==> config.mk <==
export PLATFORM = sky130hd
export DESIGN_NAME = demon_baby_button_conditioner
export DESIGN_NICKNAME = d
export VERILOG_FILES = /design/src/rtl/demon_baby_pkg.sv /design/src/rtl/demon_baby_button_channel.sv /design/src/rtl/demon_baby_button_conditioner.sv
export SDC_FILE = /design/constraint.sdc
export NUM_CORES = 1
export LEC_CHECK = 0
export ABC_AREA = 0
export BUFFER_PORTS_ARGS = -buffer_cell sky130_fd_sc_hd__buf_2
export CORE_ASPECT_RATIO = 0.75
export CORE_MARGIN = 2
export CORE_UTILIZATION = 50
export DETAILED_ROUTE_END_ITERATION = 8
export GPL_ROUTABILITY_DRIVEN = 0
export GPL_TIMING_DRIVEN = 0
export HOLD_SLACK_MARGIN = 0.02
export PLACE_DENSITY = 0.67
export SLEW_MARGIN = 40
export SYNTH_ARGS = -nofsm -noshare
export SYNTH_HDL_FRONTEND = slang
export SYNTH_SLANG_ARGS = --single-unit
==> constraint.sdc <==
create_clock -name clk -period 6.4 [get_ports clk]
set_clock_uncertainty 0.1 [all_clocks]
set_input_delay 0.32 -clock clk [delete_from_list [all_inputs] [get_ports clk]]
set_output_delay 0.32 -clock clk [all_outputs]
set_load 0.05 [all_outputs]
==> src/rtl/demon_baby_pkg.sv <==
// Shared types and default timing for the demon-baby input path.
// Defaults assume a 100 MHz clock: 1 ms debounce, 100 ms long press, 10 ms repeat.
package demon_baby_pkg;

    typedef enum logic [1:0] {
        IDLE    = 2'd0,
        PRESSED = 2'd1,
        HELD    = 2'd2
    } btn_state_t;

    localparam int CLK_HZ                = 100_000_000;
    localparam int DEF_DEBOUNCE_CYCLES   = CLK_HZ / 1000;
    localparam int DEF_LONG_PRESS_CYCLES = CLK_HZ / 10;
    localparam int DEF_REPEAT_CYCLES     = CLK_HZ / 100;

    // Counter width for a terminal count of n; never narrower than one bit.
    function automatic int cnt_w(input int n);
        return (n > 1) ? $clog2(n) : 1;
    endfunction

endpackage

==> src/rtl/demon_baby_button_channel.sv <==
// One button: 2-flop sync, debounce, IDLE/PRESSED/HELD hold FSM and optional repeat.
// Auto-repeat is built only when DEMON_BABY_AUTO_REPEAT_EN is defined.
module demon_baby_button_channel
    import demon_baby_pkg::*;
#(
    parameter int DEBOUNCE_CYCLES   = DEF_DEBOUNCE_CYCLES,
    parameter int LONG_PRESS_CYCLES = DEF_LONG_PRESS_CYCLES,
    parameter int REPEAT_CYCLES     = DEF_REPEAT_CYCLES
) (
    input  logic clk,
    input  logic reset,
    input  logic btn_raw,
    output logic btn_level,
    output logic press_pulse,
    output logic release_pulse,
    output logic long_press,
    output logic repeat_pulse
);

    localparam int DEB_W  = cnt_w(DEBOUNCE_CYCLES);
    localparam int HOLD_W = cnt_w(LONG_PRESS_CYCLES);
    localparam logic [DEB_W-1:0]  DEB_LAST  = DEB_W'(DEBOUNCE_CYCLES - 1);
    localparam logic [HOLD_W-1:0] HOLD_LAST = HOLD_W'(LONG_PRESS_CYCLES - 1);

    if (DEBOUNCE_CYCLES < 2 || LONG_PRESS_CYCLES <= DEBOUNCE_CYCLES || REPEAT_CYCLES < 1) begin : g_param_check
        $error("demon_baby_button_channel: inconsistent timing parameters");
    end

    logic              sync1_q, sync2_q, stable_q;
    logic [DEB_W-1:0]  deb_cnt_q;
    logic              level_q, press_q, release_q, long_q;
    logic              press_d, release_d, long_d;
    btn_state_t        state_q, state_d;
    logic [HOLD_W-1:0] hold_cnt_q, hold_cnt_d;

    // Edges are taken from the stable level against its registered copy, so the
    // pulses line up with the cycle btn_level first shows the new value.
    assign press_d   = stable_q & ~level_q;
    assign release_d = ~stable_q & level_q;

    always_ff @(posedge clk or posedge reset) begin
        if (reset) begin
            sync1_q   <= 1'b0;
            sync2_q   <= 1'b0;
            stable_q  <= 1'b0;
            deb_cnt_q <= '0;
            level_q   <= 1'b0;
            press_q   <= 1'b0;
            release_q <= 1'b0;
            long_q    <= 1'b0;
        end else begin
            sync1_q <= btn_raw;
            sync2_q <= sync1_q;
            if (sync2_q == stable_q) begin
                deb_cnt_q <= '0;
            end else if (deb_cnt_q == DEB_LAST) begin
                stable_q  <= sync2_q;
                deb_cnt_q <= '0;
            end else begin
                deb_cnt_q <= deb_cnt_q + 1'b1;
            end
            level_q   <= stable_q;
            press_q   <= press_d;
            release_q <= release_d;
            long_q    <= long_d;
        end
    end

    always_ff @(posedge clk or posedge reset) begin
        if (reset) begin
            state_q    <= IDLE;
            hold_cnt_q <= '0;
        end else begin
            state_q    <= state_d;
            hold_cnt_q <= hold_cnt_d;
        end
    end

    // A release in the threshold cycle takes priority over the long press.
    always_comb begin
        state_d    = state_q;
        hold_cnt_d = hold_cnt_q;
        case (state_q)
            IDLE: begin
                if (press_d) begin
                    state_d    = PRESSED;
                    hold_cnt_d = '0;
                end
            end
            PRESSED: begin
                if (release_d)                    state_d = IDLE;
                else if (hold_cnt_q == HOLD_LAST) state_d = HELD;
                else                              hold_cnt_d = hold_cnt_q + 1'b1;
            end
            HELD: begin
                if (release_d) state_d = IDLE;
            end
            default: state_d = IDLE;
        endcase
    end

    always_comb begin
        long_d = (state_q == PRESSED) && !release_d && (hold_cnt_q == HOLD_LAST);
    end

`ifdef DEMON_BABY_AUTO_REPEAT_EN
    localparam int REP_W = cnt_w(REPEAT_CYCLES);
    localparam logic [REP_W-1:0] REP_LAST = REP_W'(REPEAT_CYCLES - 1);

    logic [REP_W-1:0] rep_cnt_q, rep_cnt_d;
    logic             rep_q, rep_d;

    // Held at zero outside HELD, so entry into HELD always starts a fresh period.
    always_comb begin
        rep_cnt_d = rep_cnt_q;
        rep_d     = 1'b0;
        if (state_q != HELD || release_d) begin
            rep_cnt_d = '0;
        end else if (rep_cnt_q == REP_LAST) begin
            rep_cnt_d = '0;
            rep_d     = 1'b1;
        end else begin
            rep_cnt_d = rep_cnt_q + 1'b1;
        end
    end

    always_ff @(posedge clk or posedge reset) begin
        if (reset) begin
            rep_cnt_q <= '0;
            rep_q     <= 1'b0;
        end else begin
            rep_cnt_q <= rep_cnt_d;
            rep_q     <= rep_d;
        end
    end

    assign repeat_pulse = rep_q;
`else
    assign repeat_pulse = 1'b0;
`endif

    assign btn_level     = level_q;
    assign press_pulse   = press_q;
    assign release_pulse = release_q;
    assign long_press    = long_q;

endmodule

==> src/rtl/demon_baby_button_conditioner.sv <==
// N_BUTTONS independent button channels; auto-repeat via DEMON_BABY_AUTO_REPEAT_EN.
module demon_baby_button_conditioner
    import demon_baby_pkg::*;
#(
    parameter int N_BUTTONS         = 4,
    parameter int DEBOUNCE_CYCLES   = DEF_DEBOUNCE_CYCLES,
    parameter int LONG_PRESS_CYCLES = DEF_LONG_PRESS_CYCLES,
    parameter int REPEAT_CYCLES     = DEF_REPEAT_CYCLES
) (
    input  logic                 clk,
    input  logic                 reset,
    input  logic [N_BUTTONS-1:0] btn_raw,
    output logic [N_BUTTONS-1:0] btn_level,
    output logic [N_BUTTONS-1:0] press_pulse,
    output logic [N_BUTTONS-1:0] release_pulse,
    output logic [N_BUTTONS-1:0] long_press,
    output logic [N_BUTTONS-1:0] repeat_pulse
);

    for (genvar i = 0; i < N_BUTTONS; i++) begin : g_ch
        demon_baby_button_channel #(
            .DEBOUNCE_CYCLES  (DEBOUNCE_CYCLES),
            .LONG_PRESS_CYCLES(LONG_PRESS_CYCLES),
            .REPEAT_CYCLES    (REPEAT_CYCLES)
        ) u_ch (
            .clk          (clk),
            .reset        (reset),
            .btn_raw      (btn_raw[i]),
            .btn_level    (btn_level[i]),
            .press_pulse  (press_pulse[i]),
            .release_pulse(release_pulse[i]),
            .long_press   (long_press[i]),
            .repeat_pulse (repeat_pulse[i])
        );
    end

endmodule

==> results.md <==
* Skew-Pair Late Insertion Delay at ~440 ps
* Element type at the critical path start: register
* Ratio of total power to cell area at between 200 and 250 nW/µm²
* Peak VDD IR at between 0.15 and 0.2 mV
* Post-DR wirelength/cell at 15.5 µm
* Number of hold-slack violations in the final timing report at 0
* Htree depth at 4
* Synthesized area divided by synthesized cell count at 9.50 µm²
* Leak Pwr at around 0.005 µW
* Register share of total power at a little over half
* Part of the power in the clock network at between 40 and 50%
* CTS Root Buffer Type: sky130_fd_sc_hd__clkbuf_16
* Num rows at 45
* Post-route core utilization at between 50% and 60%
* Number of maximum-capacitance violations at 0
* Worst setup slack after layout at roughly 3700 ps
* Maximum root-to-sink buffer count at 2
* Hold-fix buffers, CTS at 5
* DRT antenna net count at 0
* Diodes inserted at 0
* Part of the Yosys area used for sequential elements at around half
* Switching Share at between 20% and 30%
* Max Freq at approximately 0.37 GHz
* Actual transition at the worst max-transition pin at between 800 and 900 ps
* Result of the run: finished clean
* Critical path data required time at around 6600 ps
* Post-cts resize count at 0
* Final Net Count at 1139
* Number of buffers inserted during clock tree synthesis at 17
* Core outline area at around 20000 µm²
* Synthesized netlist cell count at 1075
* Count of warnings emitted by yosys at 0
* Overall Global Routing Usage at about a fifth
* Drt drc at 0
* Number of buffers added on ports at 21
* Initial cell density of the core at 50.7%
* Net Switching at roughly 550 µW
* Type of the most critical hold path: reg -> reg
* Kind of end point of the critical path: register
* Setup repair after global routing missed its margin: no
* Die X-Extent at 169 µm
* CTS tree: done
* Worst max-slew margin expressed relative to the limit at around 46%
* Maximum net fanout on the critical path at 10
* Number of synthesized register bits at 200
* Netlist cell types at between 60 and 70
* Setup Fix Bufs, Post-CTS at 0
* First-iteration detailed-routing DRC count at roughly 640
* Maximum number of pins on one net before global-route repair at 81
* Clock-pin slew on the worst setup and hold paths at 70 ps
* Number of flops mapped to enable cells by yosys at 0
* Period utilisation layout at a little over two fifths
* Die span in y at about 130 µm
* Via count of the first global-routing pass at roughly 7500
* Vias per inst at 5.84
* Global-route wire length before repair at 37500 µm
* CTS sink cnt at 200
* Cell Area, Synth at approximately 10000 µm²
* Vias after detailed routing at 8148
* Relative contribution of combinational cells to total power at 2.5%
* Share of synthesized flip-flops with an asynchronous set or reset at between 90% and 100%
* Slew Limit Fails at 0
* Post-DP HPWL at between 10000 and 15000 µm
* Int Power at approximately 1900 µW
* Die outline area at 21600 µm²
* Layout cells sized above 1 at 10.4%
* Arrival @ worst endpoint at around 2900 ps
* Antenna violations before repair at 0
* Setup violators final at 0
* Worst setup path category: reg -> reg
* Pre-CTS WS at 3770 ps
* First drt pass iteration count at 5
* Dominant register cell in the synthesized netlist: sky130_fd_sc_hd__dfrtp_1
* Sum of overflow across all layers after global routing at 0
* IO Count at 26
* Min Tclk post-route at ~2700 ps
* Aggregate routed wire length at around 22000 µm
* Post-synthesis to final-layout area growth at 11.4%
## logic make-up after synthesis
| kind of cell | after synthesis | share of synthesized area [%] |
|---|---|---|
| simple gates | 534 | 28.1 |
| flops | 200 | 49.0 |
| compound gates | 168 | 10.6 |
| buf+inv | 85 | 4.26 |
| xor+xnor | 69 | 5.92 |
| mux | 10 | 1.03 |
| fa+ha+maj | 8 | 0.980 |
| other cells | 1 | 0.0367 |
## synthesized netlist by cell type (9+ instances only)
cell type / n / share of area [%]
sky130_fd_sc_hd__xor2_1: 36 / 3.1
sky130_fd_sc_hd__buf_4: 24 / 1.8
sky130_fd_sc_hd__or3_1: 14 / 0.86
sky130_fd_sc_hd__o211ai_1: 19 / 1.4
sky130_fd_sc_hd__and2_1: 9 / 0.55
sky130_fd_sc_hd__dfrtp_1: 200 / 49
sky130_fd_sc_hd__o21ai_0: 42 / 2.1
sky130_fd_sc_hd__nor2_1: 122 / 4.5
sky130_fd_sc_hd__nor4_1: 24 / 1.5
sky130_fd_sc_hd__xnor2_1: 33 / 2.8
sky130_fd_sc_hd__or4_1: 35 / 2.6
sky130_fd_sc_hd__inv_1: 28 / 1.0
sky130_fd_sc_hd__nor2b_1: 10 / 0.61
sky130_fd_sc_hd__nor3_1: 21 / 1.0
sky130_fd_sc_hd__nand2b_1: 16 / 0.98
sky130_fd_sc_hd__nand3_1: 64 / 3.1
sky130_fd_sc_hd__nand4_1: 46 / 2.8
sky130_fd_sc_hd__o31ai_1: 25 / 1.8
sky130_fd_sc_hd__clkbuf_1: 22 / 0.81
sky130_fd_sc_hd__and4_1: 12 / 1.0
sky130_fd_sc_hd__and3_1: 22 / 1.3
sky130_fd_sc_hd__or2_2: 10 / 0.61
sky130_fd_sc_hd__nand2_1: 100 / 3.7
sky130_fd_sc_hd__a21oi_1: 36 / 1.8
## final cells by class
class / count / area (µm²)
clock inverters: 12 / 143
inverters: 28 / 113
repair buffers: 28 / 210
clock buffers: 20 / 447
multi-input cells: 793 / 4810
well taps: 258 / 323
flip-flops and latches: 200 / 5000
fillers: 1804 / 8780
plain buffers: 57 / 330
## registers in the layout, indices dropped and copies added (netlist names)
signal and cells:
g_ch.u_ch.sync2_q 4, g_ch.u_ch.long_press 4, g_ch.u_ch.stable_q 4, g_ch.u_ch.state_q 8, g_ch.u_ch.sync1_q 4, g_ch.u_ch.btn_level 4
g_ch.u_ch.press_pulse 4, g_ch.u_ch.deb_cnt_q 68, g_ch.u_ch.hold_cnt_q 96, g_ch.u_ch.release_pulse 4
## power groups by stage
| stage | sequential [µW] | combinational [µW] | clock, µW |
|---|---|---|---|
| 3_5_place_dp | 1300 | 60.4 | 0 |
| 3_3_place_gp | 1300 | 55.4 | 0 |
| 6_report | 1280 | 60.1 | 1090 |
| 5_1_grt | 1280 | 70.8 | 1180 |
| 2_1_floorplan | 1300 | 42.2 | 0 |
| 4_1_cts | 1280 | 63.0 | 1120 |
## worst max-delay path, cell delays in order (launching register included)
cell and delay (ps):
sky130_fd_sc_hd__dfrtp_1 400, sky130_fd_sc_hd__ha_1 220, sky130_fd_sc_hd__nand3_1 170, sky130_fd_sc_hd__or4_1 680, sky130_fd_sc_hd__o21ai_1 410, sky130_fd_sc_hd__buf_2 330, sky130_fd_sc_hd__nor4_1 90, sky130_fd_sc_hd__o21a_1 170
## cell usage in the layout, fill, tap and decap left out, types with 27 or more instances in the layout
master,count
sky130_fd_sc_hd__inv_1,27
sky130_fd_sc_hd__xor2_1,36
sky130_fd_sc_hd__xnor2_1,33
sky130_fd_sc_hd__nand2_1,100
sky130_fd_sc_hd__or4_1,35
sky130_fd_sc_hd__nor2_1,122
sky130_fd_sc_hd__o21ai_0,42
sky130_fd_sc_hd__nand4_1,46
sky130_fd_sc_hd__nand3_1,64
sky130_fd_sc_hd__buf_2,29
sky130_fd_sc_hd__dfrtp_1,200
sky130_fd_sc_hd__a21oi_1,36
## stage by stage
stage / std cells / instance area [µm²] / setup TNS, ps / hold WS, ps / total power (µW)
after detailed placement: 1359 / 10700 / 0 / 239 / 1360
after global routing: 1396 / 11400 / 0 / 259 / 2530
after floorplan: 1078 / 10200 / 0 / 231 / 1340
after CTS: 1396 / 11400 / 0 / 251 / 2460
after global placement: 1357 / 10700 / -366350 / 236 / 1360
final: 1396 / 11400 / 0 / 249 / 2430
## final timing paths
| kind | start | to | slack (ps) | cells after the start |
|---|---|---|---|---|
| max | g_ch[0].u_ch.hold_cnt_q[0] | g_ch[0].u_ch.hold_cnt_q[14] | 3700 | 7 |
| min in group asynchronous | reset | g_ch[2].u_ch.long_press | 370 | 3 |
| min | g_ch[0].u_ch.sync1_q | g_ch[0].u_ch.sync2_q | 250 | 0 |
| min reg2reg | g_ch[0].u_ch.sync1_q | g_ch[0].u_ch.sync2_q | 250 | 0 |
| max in group asynchronous | reset | g_ch[2].u_ch.deb_cnt_q[9] | 5080 | 4 |
| max reg2reg | g_ch[0].u_ch.hold_cnt_q[0] | g_ch[0].u_ch.hold_cnt_q[14] | 3700 | 7 |
## metal layers
metal	part of all wire (%)	track usage [%]	vias to the layer above
li1	-	-	3990
met1	54	33.8	3963
met2	41	29.8	180
met3	4.2	4.11	15
met4	0.80	5.28	0
met5	0	0	-
(Power assumes the default switching activity.)
